[src/rtl/mul_pkg.sv]
// rtl/mul_pkg.sv - shared definitions for the multiplier arbiter slice
package mul_pkg;

    localparam int N_DEFAULT = 4;

    typedef enum logic [2:0] {
        ST_IDLE,
        ST_ISSUE,
        ST_ACCEPT,
        ST_RUN,
        ST_DONE
    } arb_state_e;

endpackage

[src/rtl/mul_arbiter_if.sv]
// rtl/mul_arbiter_if.sv - requester and multiplier signals around the arbiter
interface mul_arbiter_if #(parameter int N = mul_pkg::N_DEFAULT);

    logic           req0;
    logic           req1;
    logic           signed0;
    logic           signed1;
    logic [N-1:0]   a0;
    logic [N-1:0]   b0;
    logic [N-1:0]   a1;
    logic [N-1:0]   b1;
    logic           ack0;
    logic           ack1;
    logic [2*N-1:0] result;
    logic           busy;
    logic           mul_start;
    logic           mul_signed;
    logic [N-1:0]   mul_word1;
    logic [N-1:0]   mul_word2;
    logic [2*N-1:0] mul_product;
    logic           mul_ready;

    // Arbiter side
    modport slave (
        input  req0, req1, signed0, signed1, a0, b0, a1, b1, mul_product, mul_ready,
        output ack0, ack1, result, busy, mul_start, mul_signed, mul_word1, mul_word2
    );

    // Requesters plus multiplier side
    modport master (
        output req0, req1, signed0, signed1, a0, b0, a1, b1, mul_product, mul_ready,
        input  ack0, ack1, result, busy, mul_start, mul_signed, mul_word1, mul_word2
    );

endinterface

[src/rtl/rr_arb2.sv]
// rtl/rr_arb2.sv - two-way round-robin grant decision
module rr_arb2 (
    input  logic [1:0] req,
    input  logic       last,
    output logic [1:0] grant
);

    // Under contention the requester not served last wins.
    always_comb begin
        grant = req;
        if (req == 2'b11) begin
            grant = last ? 2'b01 : 2'b10;
        end
    end

endmodule

[src/rtl/mul_arbiter.sv]
// rtl/mul_arbiter.sv - round-robin arbiter sharing one multiplier between two requesters
module mul_arbiter
    import mul_pkg::*;
#(
    parameter int N = N_DEFAULT
) (
    input  logic clk,
    input  logic reset,
    mul_arbiter_if.slave bus
);

    arb_state_e     state_q, state_d;
    logic [1:0]     grant_q, grant_d;
    logic           last_q, last_d;
    logic           start_q, start_d;
    logic           ack0_q, ack0_d;
    logic           ack1_q, ack1_d;
    logic           busy_q, busy_d;
    logic           signed_q, signed_d;
    logic [N-1:0]   word1_q, word1_d;
    logic [N-1:0]   word2_q, word2_d;
    logic [2*N-1:0] result_q, result_d;
    logic [1:0]     rr_grant;

    rr_arb2 u_rr_arb2 (
        .req   ({bus.req1, bus.req0}),
        .last  (last_q),
        .grant (rr_grant)
    );

    always_comb begin
        state_d  = state_q;
        grant_d  = grant_q;
        last_d   = last_q;
        start_d  = 1'b0;
        ack0_d   = 1'b0;
        ack1_d   = 1'b0;
        signed_d = signed_q;
        word1_d  = word1_q;
        word2_d  = word2_q;
        result_d = result_q;
        case (state_q)
            ST_IDLE: begin
                if (rr_grant != 2'b00) begin
                    grant_d = rr_grant;
                    if (rr_grant[1]) begin
                        word1_d  = bus.a1;
                        word2_d  = bus.b1;
                        signed_d = bus.signed1;
                    end else begin
                        word1_d  = bus.a0;
                        word2_d  = bus.b0;
                        signed_d = bus.signed0;
                    end
                    start_d = 1'b1;
                    state_d = ST_ISSUE;
                end
            end
            ST_ISSUE:  state_d = ST_ACCEPT;
            ST_ACCEPT: begin
                if (!bus.mul_ready) begin
                    state_d = ST_RUN;
                end
            end
            ST_RUN: begin
                // Ack is registered here so it is high exactly while in DONE.
                if (bus.mul_ready) begin
                    result_d = bus.mul_product;
                    ack0_d   = grant_q[0];
                    ack1_d   = grant_q[1];
                    state_d  = ST_DONE;
                end
            end
            ST_DONE: begin
                last_d  = grant_q[1];
                state_d = ST_IDLE;
            end
            default: state_d = ST_IDLE;
        endcase
        busy_d = (state_d != ST_IDLE);
    end

    always_ff @(posedge clk) begin
        if (reset) begin
            state_q  <= ST_IDLE;
            grant_q  <= 2'b00;
            last_q   <= 1'b1;
            start_q  <= 1'b0;
            ack0_q   <= 1'b0;
            ack1_q   <= 1'b0;
            busy_q   <= 1'b0;
            signed_q <= 1'b0;
            word1_q  <= '0;
            word2_q  <= '0;
            result_q <= '0;
        end else begin
            state_q  <= state_d;
            grant_q  <= grant_d;
            last_q   <= last_d;
            start_q  <= start_d;
            ack0_q   <= ack0_d;
            ack1_q   <= ack1_d;
            busy_q   <= busy_d;
            signed_q <= signed_d;
            word1_q  <= word1_d;
            word2_q  <= word2_d;
            result_q <= result_d;
        end
    end

    assign bus.mul_start  = start_q;
    assign bus.ack0       = ack0_q;
    assign bus.ack1       = ack1_q;
    assign bus.busy       = busy_q;
    assign bus.mul_signed = signed_q;
    assign bus.mul_word1  = word1_q;
    assign bus.mul_word2  = word2_q;
    assign bus.result     = result_q;

endmodule

[src/flat_wrapper.sv]
// flat-port wrapper written by rule: the top's interface ports become plain ports
module mul_arbiter_flat import mul_pkg::*;
#(
    parameter int N = N_DEFAULT
)
  (clk, reset, bus_req0, bus_req1, bus_signed0, bus_signed1, bus_a0, bus_b0, bus_a1, bus_b1, bus_mul_product, bus_mul_ready, bus_ack0, bus_ack1, bus_result, bus_busy, bus_mul_start, bus_mul_signed, bus_mul_word1, bus_mul_word2);
  mul_arbiter_if #(.N(N)) bus_i ();
  input  logic clk;
  input  logic reset;
  input wire logic [$bits(bus_i.req0)-1:0] bus_req0;
  input wire logic [$bits(bus_i.req1)-1:0] bus_req1;
  input wire logic [$bits(bus_i.signed0)-1:0] bus_signed0;
  input wire logic [$bits(bus_i.signed1)-1:0] bus_signed1;
  input wire logic [$bits(bus_i.a0)-1:0] bus_a0;
  input wire logic [$bits(bus_i.b0)-1:0] bus_b0;
  input wire logic [$bits(bus_i.a1)-1:0] bus_a1;
  input wire logic [$bits(bus_i.b1)-1:0] bus_b1;
  input wire logic [$bits(bus_i.mul_product)-1:0] bus_mul_product;
  input wire logic [$bits(bus_i.mul_ready)-1:0] bus_mul_ready;
  output wire logic [$bits(bus_i.ack0)-1:0] bus_ack0;
  output wire logic [$bits(bus_i.ack1)-1:0] bus_ack1;
  output wire logic [$bits(bus_i.result)-1:0] bus_result;
  output wire logic [$bits(bus_i.busy)-1:0] bus_busy;
  output wire logic [$bits(bus_i.mul_start)-1:0] bus_mul_start;
  output wire logic [$bits(bus_i.mul_signed)-1:0] bus_mul_signed;
  output wire logic [$bits(bus_i.mul_word1)-1:0] bus_mul_word1;
  output wire logic [$bits(bus_i.mul_word2)-1:0] bus_mul_word2;
  assign bus_i.req0 = bus_req0;
  assign bus_i.req1 = bus_req1;
  assign bus_i.signed0 = bus_signed0;
  assign bus_i.signed1 = bus_signed1;
  assign bus_i.a0 = bus_a0;
  assign bus_i.b0 = bus_b0;
  assign bus_i.a1 = bus_a1;
  assign bus_i.b1 = bus_b1;
  assign bus_i.mul_product = bus_mul_product;
  assign bus_i.mul_ready = bus_mul_ready;
  assign bus_ack0 = bus_i.ack0;
  assign bus_ack1 = bus_i.ack1;
  assign bus_result = bus_i.result;
  assign bus_busy = bus_i.busy;
  assign bus_mul_start = bus_i.mul_start;
  assign bus_mul_signed = bus_i.mul_signed;
  assign bus_mul_word1 = bus_i.mul_word1;
  assign bus_mul_word2 = bus_i.mul_word2;
  mul_arbiter #(.N(N)) u_core (.clk(clk), .reset(reset), .bus(bus_i));
endmodule
[config.mk]
export PLATFORM = sky130hd
export DESIGN_NAME = mul_arbiter_flat
export DESIGN_NICKNAME = d
export VERILOG_FILES = /design/src/rtl/mul_pkg.sv /design/src/rtl/mul_arbiter_if.sv /design/src/rtl/rr_arb2.sv /design/src/rtl/mul_arbiter.sv /design/src/flat_wrapper.sv
export SDC_FILE = /design/constraint.sdc
export NUM_CORES = 1
export LEC_CHECK = 0
export BUFFER_PORTS_ARGS = -buffer_cell sky130_fd_sc_hd__buf_2
export CAP_MARGIN = 40
export CORE_UTILIZATION = 44
export DETAILED_ROUTE_END_ITERATION = 10
export PLACE_DENSITY = 0.77
export SYNTH_ARGS = -nofsm -noshare
export SYNTH_HDL_FRONTEND = slang
export SYNTH_SLANG_ARGS = --single-unit
[constraint.sdc]
create_clock -name clk -period 1.4 [get_ports clk]
set_input_delay 0.28 -clock clk [delete_from_list [all_inputs] [get_ports clk]]
set_output_delay 0.28 -clock clk [all_outputs]
set_load 0.01 [all_outputs]
# Word level (Yosys, flattened, before mapping)
# Index checks and enable logic that the tools add are counted.
# word_totals
register_bits	27
input_bits	31
wordCells	36
# classes
eq_ne	5
mux	10
bitwise_logic	3
reduce_logical	7
# op_table
op	n
$pmux W3 S4	1
$mux W3	3
$mux W4	2
$eq A3 B2 Y1 const B	2
$mux W2	2
$reduce_and A2 Y1	2
$eq A3 B1 Y1 const B	1
$eq A3 B3 Y1 const B	1
$logic_not A3 Y1	1
$not A1 Y1	3
$reduce_bool A3 Y1	1
$reduce_or A3 Y1	1
$eq A2 B2 Y1 const B	1
$mux W1	2
$reduce_bool A2 Y1	1
$reduce_or A2 Y1	1

# Longest topological paths before layout
# depth
depth_word	6
ltp_mapped	5

# By module
# A second synthesis with hierarchy kept.
# unflattened
hier_cells	115
hier_area_um2	1111.1
# by_module_without_submodules
mod	instances	cells_per_inst	area_per_inst_um2	seq_area_each_um2
mul_arbiter	1	112	1092.3	540.5
rr_arb2	1	3	18.8	0.0

# Worst setup path before layout
# No wires, ideal clock.
# synth_timing
path_type	register -> register
startpoint	register u_core.state_q[2]
endpoint	register u_core.word1_q[0] (netlist: u_core.bus.mul_word1[0])
setup_ns	0.059
t_arrival_ns	1.199
slack_ns	0.142
stages_incl_launch_ff	6
n_path_buf	2
synth_period_minus_slack_ns	1.258
cell_sequence	dfxtp_1 -> buf_6 -> or3_4 -> buf_6 -> o22ai_1 -> o221a_2
# synth_via
elab_chain_cells	2
# synth_rtl
item	line_no	source
start, declared	mul_arbiter.sv:12	arb_state_e state_q, state_d;
start signal, assigned	mul_arbiter.sv:97	state_q <= state_d;
$logic_not A3 Y1	mul_arbiter.sv:42	case (state_q)
$reduce_and A2 Y1 (no source line)	n/a	
end signal, assigned	mul_arbiter.sv:105	word1_q <= word1_d;
end, declared	mul_arbiter.sv:20	logic [N-1:0] word1_q, word1_d;
# Every way passes these cells.
# A chain may end at the register's enable or synchronous reset.

# Final worst setup path
# layout_timing
startpoint	register u_core.state_q[0]
endpoint	register u_core.word2_q[2] (netlist: u_core.bus.mul_word2[2])
# layout_via
elab_chain_cells	2
# layout_rtl
item	line_no	source
$logic_not A3 Y1	mul_arbiter.sv:42	
$reduce_and A2 Y1 (no source line)	n/a	
end signal, assigned	mul_arbiter.sv:106	word2_q <= word2_d;
end, declared	mul_arbiter.sv:21	logic [N-1:0] word2_q, word2_d;
# Every way passes these cells.

==> flow_metrics.env <==
export IMPL_worst_ir_drop_vdd_uv=485
export IMPL_rrSetupSlack_ns=0.12
export IMPL_timing_critical_path_arrival_ns=1.55
export IMPL_critPathLaunch="u_core.state_q[0]"
export IMPL_rsz0062_at_grt="false"
export IMPL_worst_r2r_startpoint="u_core.state_q[0]"
export IMPL_required_time_reported_for_the_critical_path_endpoint_ns=1.66
export IMPL_number_of_antenna_violations_at_the_first_check_in_global_routing=0
export IMPL_fin_nets=194
export IMPL_cts_root_buffer="clkbuf_4"
export IMPL_worst_path_max_delay_cell="or3_4"
export IMPL_postRouteWirelength_um=2400
export IMPL_max_slew_worst_pin_slew_ns=0.412
export IMPL_rows=17
export IMPL_first_global_vias=962
export IMPL_antenna_violating_nets_post_route=0
export IMPL_die_width_um=50.9
export IMPL_place_hpwl_um=1770
export IMPL_timing_slew_headroom_pct=72.5
export IMPL_seq_area_frac_synth_pct=51.4
export IMPL_cts_buffer_depth=2
export IMPL_post_route_drc_count=0
export IMPL_yosysWarningCount=0
export IMPL_yosys_cell_types_count=26
export IMPL_setup_viol=0
export IMPL_grt_remaining_overflow=0
export IMPL_kind_of_path_behind_the_tightest_hold_check="input port to flip-flop"
export IMPL_avgRoutedWirePerCell_um=12.6
export IMPL_hold_buffers=0
export IMPL_clock_fmax_mhz=780
export IMPL_critical_path_class="flip-flop to flip-flop"
export IMPL_cellPowerDensity_nw_per_um2=1150
export IMPL_worst_r2r_path_depth=3
export IMPL_n_antenna_cell=0
export IMPL_htree_levels=1
export IMPL_numPortBuffers=51
export IMPL_outcome="completed"
export IMPL_fin_skew_ns=0.00970
export IMPL_die_area_um2=2590
export IMPL_io_pin_count=52
export IMPL_groute_usage_overall_pct=20.0
export IMPL_first_iter_violations=18
export IMPL_critical_path_cell_chain="or3_4, o22ai_1, o221a_1"
export IMPL_setup_worst_path_end="u_core.bus.mul_word2[2]"
export IMPL_vias=1002
export IMPL_synth_avg_cell_area_um2=9.57
export IMPL_fill_cells=209
export IMPL_cts_tree="built"
export IMPL_timing_final_crit_share_pct=91.6
export IMPL_start_kind="flip-flop"
export IMPL_gpl_congestion=0.750
export IMPL_tritoncts_num_buffers=3
export IMPL_cp_end_kind="flip-flop"
export IMPL_final_hold_viol_count=0
export IMPL_area_growth_synth_to_final_pct=30.9
export IMPL_critical_path_reg2reg_endpoint="u_core.bus.mul_word2[2]"
export IMPL_synthesis_instances=110
export IMPL_share_of_final_layout_standard_cells_stronger_than_drive_strength_1_pct=43.2
export IMPL_clk_transition_reported_paths_ns=0.15
export IMPL_global_route_wire_length_before_repair_um=4020
export IMPL_power_leakage_uw=0.000628
export IMPL_max_cap_violations=0
export IMPL_clock_sink_count=27
export IMPL_dr_pass1_iters=4
export IMPL_timing_final_crit_period_ns=1.28
export IMPL_syn_area_um2=1050
export IMPL_maximum_number_of_pins_on_one_net_before_global_route_repair=17
export IMPL_post_layout_total_power_uw=1580
export IMPL_timing_critical_path_fanout_max=12
export IMPL_maxSlewViolCount=0
export IMPL_total_core_area_um2=2230
export IMPL_start_util_pct=47.1
export IMPL_postSynthNetCount=141
export IMPL_chipHeight_um=50.9
export IMPL_cpPeakStageDelay_ns=0.48
export IMPL_worst_skew_pair_late_latency_ns=0.32
export IMPL_viasPerCell=5.27
export IMPL_synth_ff_latch_count=27
export IMPL_fin_setup_tns_ns=0
==> power by group <==
group | switching (uW) | total [uW] | internal (uW)
clock network | 226 | 335 | 109
logic | 185 | 362 | 177
registers | 44.3 | 885 | 840
total | 456 | 1580 | 1130
==> layout make-up <==
type	count	area, um^2	area share [%]
Multi-Input combinational cell	67	459	33.3
Clock buffer	3	22.5	1.63
Sequential cell	27	542	39.3
Inverter	11	41.3	3.00
Timing Repair Buffer	53	270	19.6
Clock inverter	1	7.51	0.545
Tap cell	28	35.0	2.54
==> cell usage after synthesis <==
master    count  share of area, %
a311oi_1      1              0.83
nor2_1        3               1.1
or3_4         1               1.1
a311o_1       1              0.95
dfxtp_1      27                51
and2_1        2               1.2
o21bai_2      1               1.1
o221a_1       2               2.1
a21oi_1      10               4.8
nand2b_1      1              0.59
and3_1        1              0.59
o211ai_2      1               1.2
nand3_2       1              0.95
a21boi_0      1              0.71
nand4b_1      1              0.83
a211oi_1      1              0.71
and4b_1       1              0.95
o221a_2       7               7.5
o21ai_0       3               1.4
nor4_1        1              0.59
nor3_2        1              0.95
clkbuf_1      3               1.1
buf_6         2               2.1
inv_1        11               3.9
o22ai_1       9               5.4
nand2_1      17               6.1
==> logic make-up after synthesis <==
family	Yosys count	synth area share (%)
compound gates	37	26.6
simple gates	30	14.9
flops	27	51.4
buf+inv	16	7.13
==> layer usage <==
metal	track usage, %	up-vias	share of wire (%)
met5	0	-	0
met4	5.56	0	0.63
met3	3.27	2	5.6
met2	35.1	33	51
met1	25.0	462	43
li1	-	505	-
==> placed cells by master, fill, tap and decap left out, drive strengths merged, types with 2 or more instances in the layout <==
cell type,Yosys,layout
and2,2,2
inv,11,11
buf,2,53
nand2,17,17
clkbuf,3,3
a21oi,10,10
o22ai,9,9
dfxtp,27,27
nor2,3,3
o221a,9,9
o21ai,3,3
==> registers in the layout, indices dropped and copies added, names as in the netlist <==
name	cells
u_core.bus.busy	1
u_core.bus.result	8
u_core.bus.mul_signed	1
u_core.bus.mul_word2	4
u_core.bus.ack0	1
u_core.bus.mul_word1	4
u_core.bus.ack1	1
u_core.bus.mul_start	1
u_core.state_q	3
u_core.grant_q	2
u_core.last_q	1
==> what timing repair did <==
item	in CTS	in global routing
resized for setup	0	4
buffers inserted	0	1
setup endpoints to repair	0	11
==> metrics by stage <==
stage	utilization, %	setup slack, ns	std cells	cell area (um^2)	hold WS (ns)
floorplan	-	0.142	110	1050	0.367
global placement	58.9	0.131	185	1320	0.441
detailed placement	58.9	0.0605	185	1320	0.446
CTS	60.3	0.0281	189	1350	0.161
global route	61.7	0.0467	190	1380	0.156
finish	61.7	0.118	190	1380	0.174
==> worst max-delay path: cells and delay by family (launching register included) <==
family / cells / cell delay [ns]
compound gates: 2 / 0.35
flops: 1 / 0.40
simple gates: 1 / 0.48
==> worst min path at each step <==
stage | end | slack [ns] | startpoint | cells past startpoint
after floorplan | u_core.state_q[2] | 0.37 | reset | 1
after global placement | u_core.bus.ack0 | 0.44 | u_core.grant_q[0] | 1
after detailed placement | u_core.bus.result[7] | 0.45 | u_core.bus.result[7] | 2
after CTS | u_core.bus.result[0] | 0.16 | bus_mul_product[0] | 3
after global routing | u_core.bus.result[0] | 0.16 | bus_mul_product[0] | 3
final | u_core.bus.result[0] | 0.17 | bus_mul_product[0] | 3
Note: power is estimated with default switching activity, not from simulation.
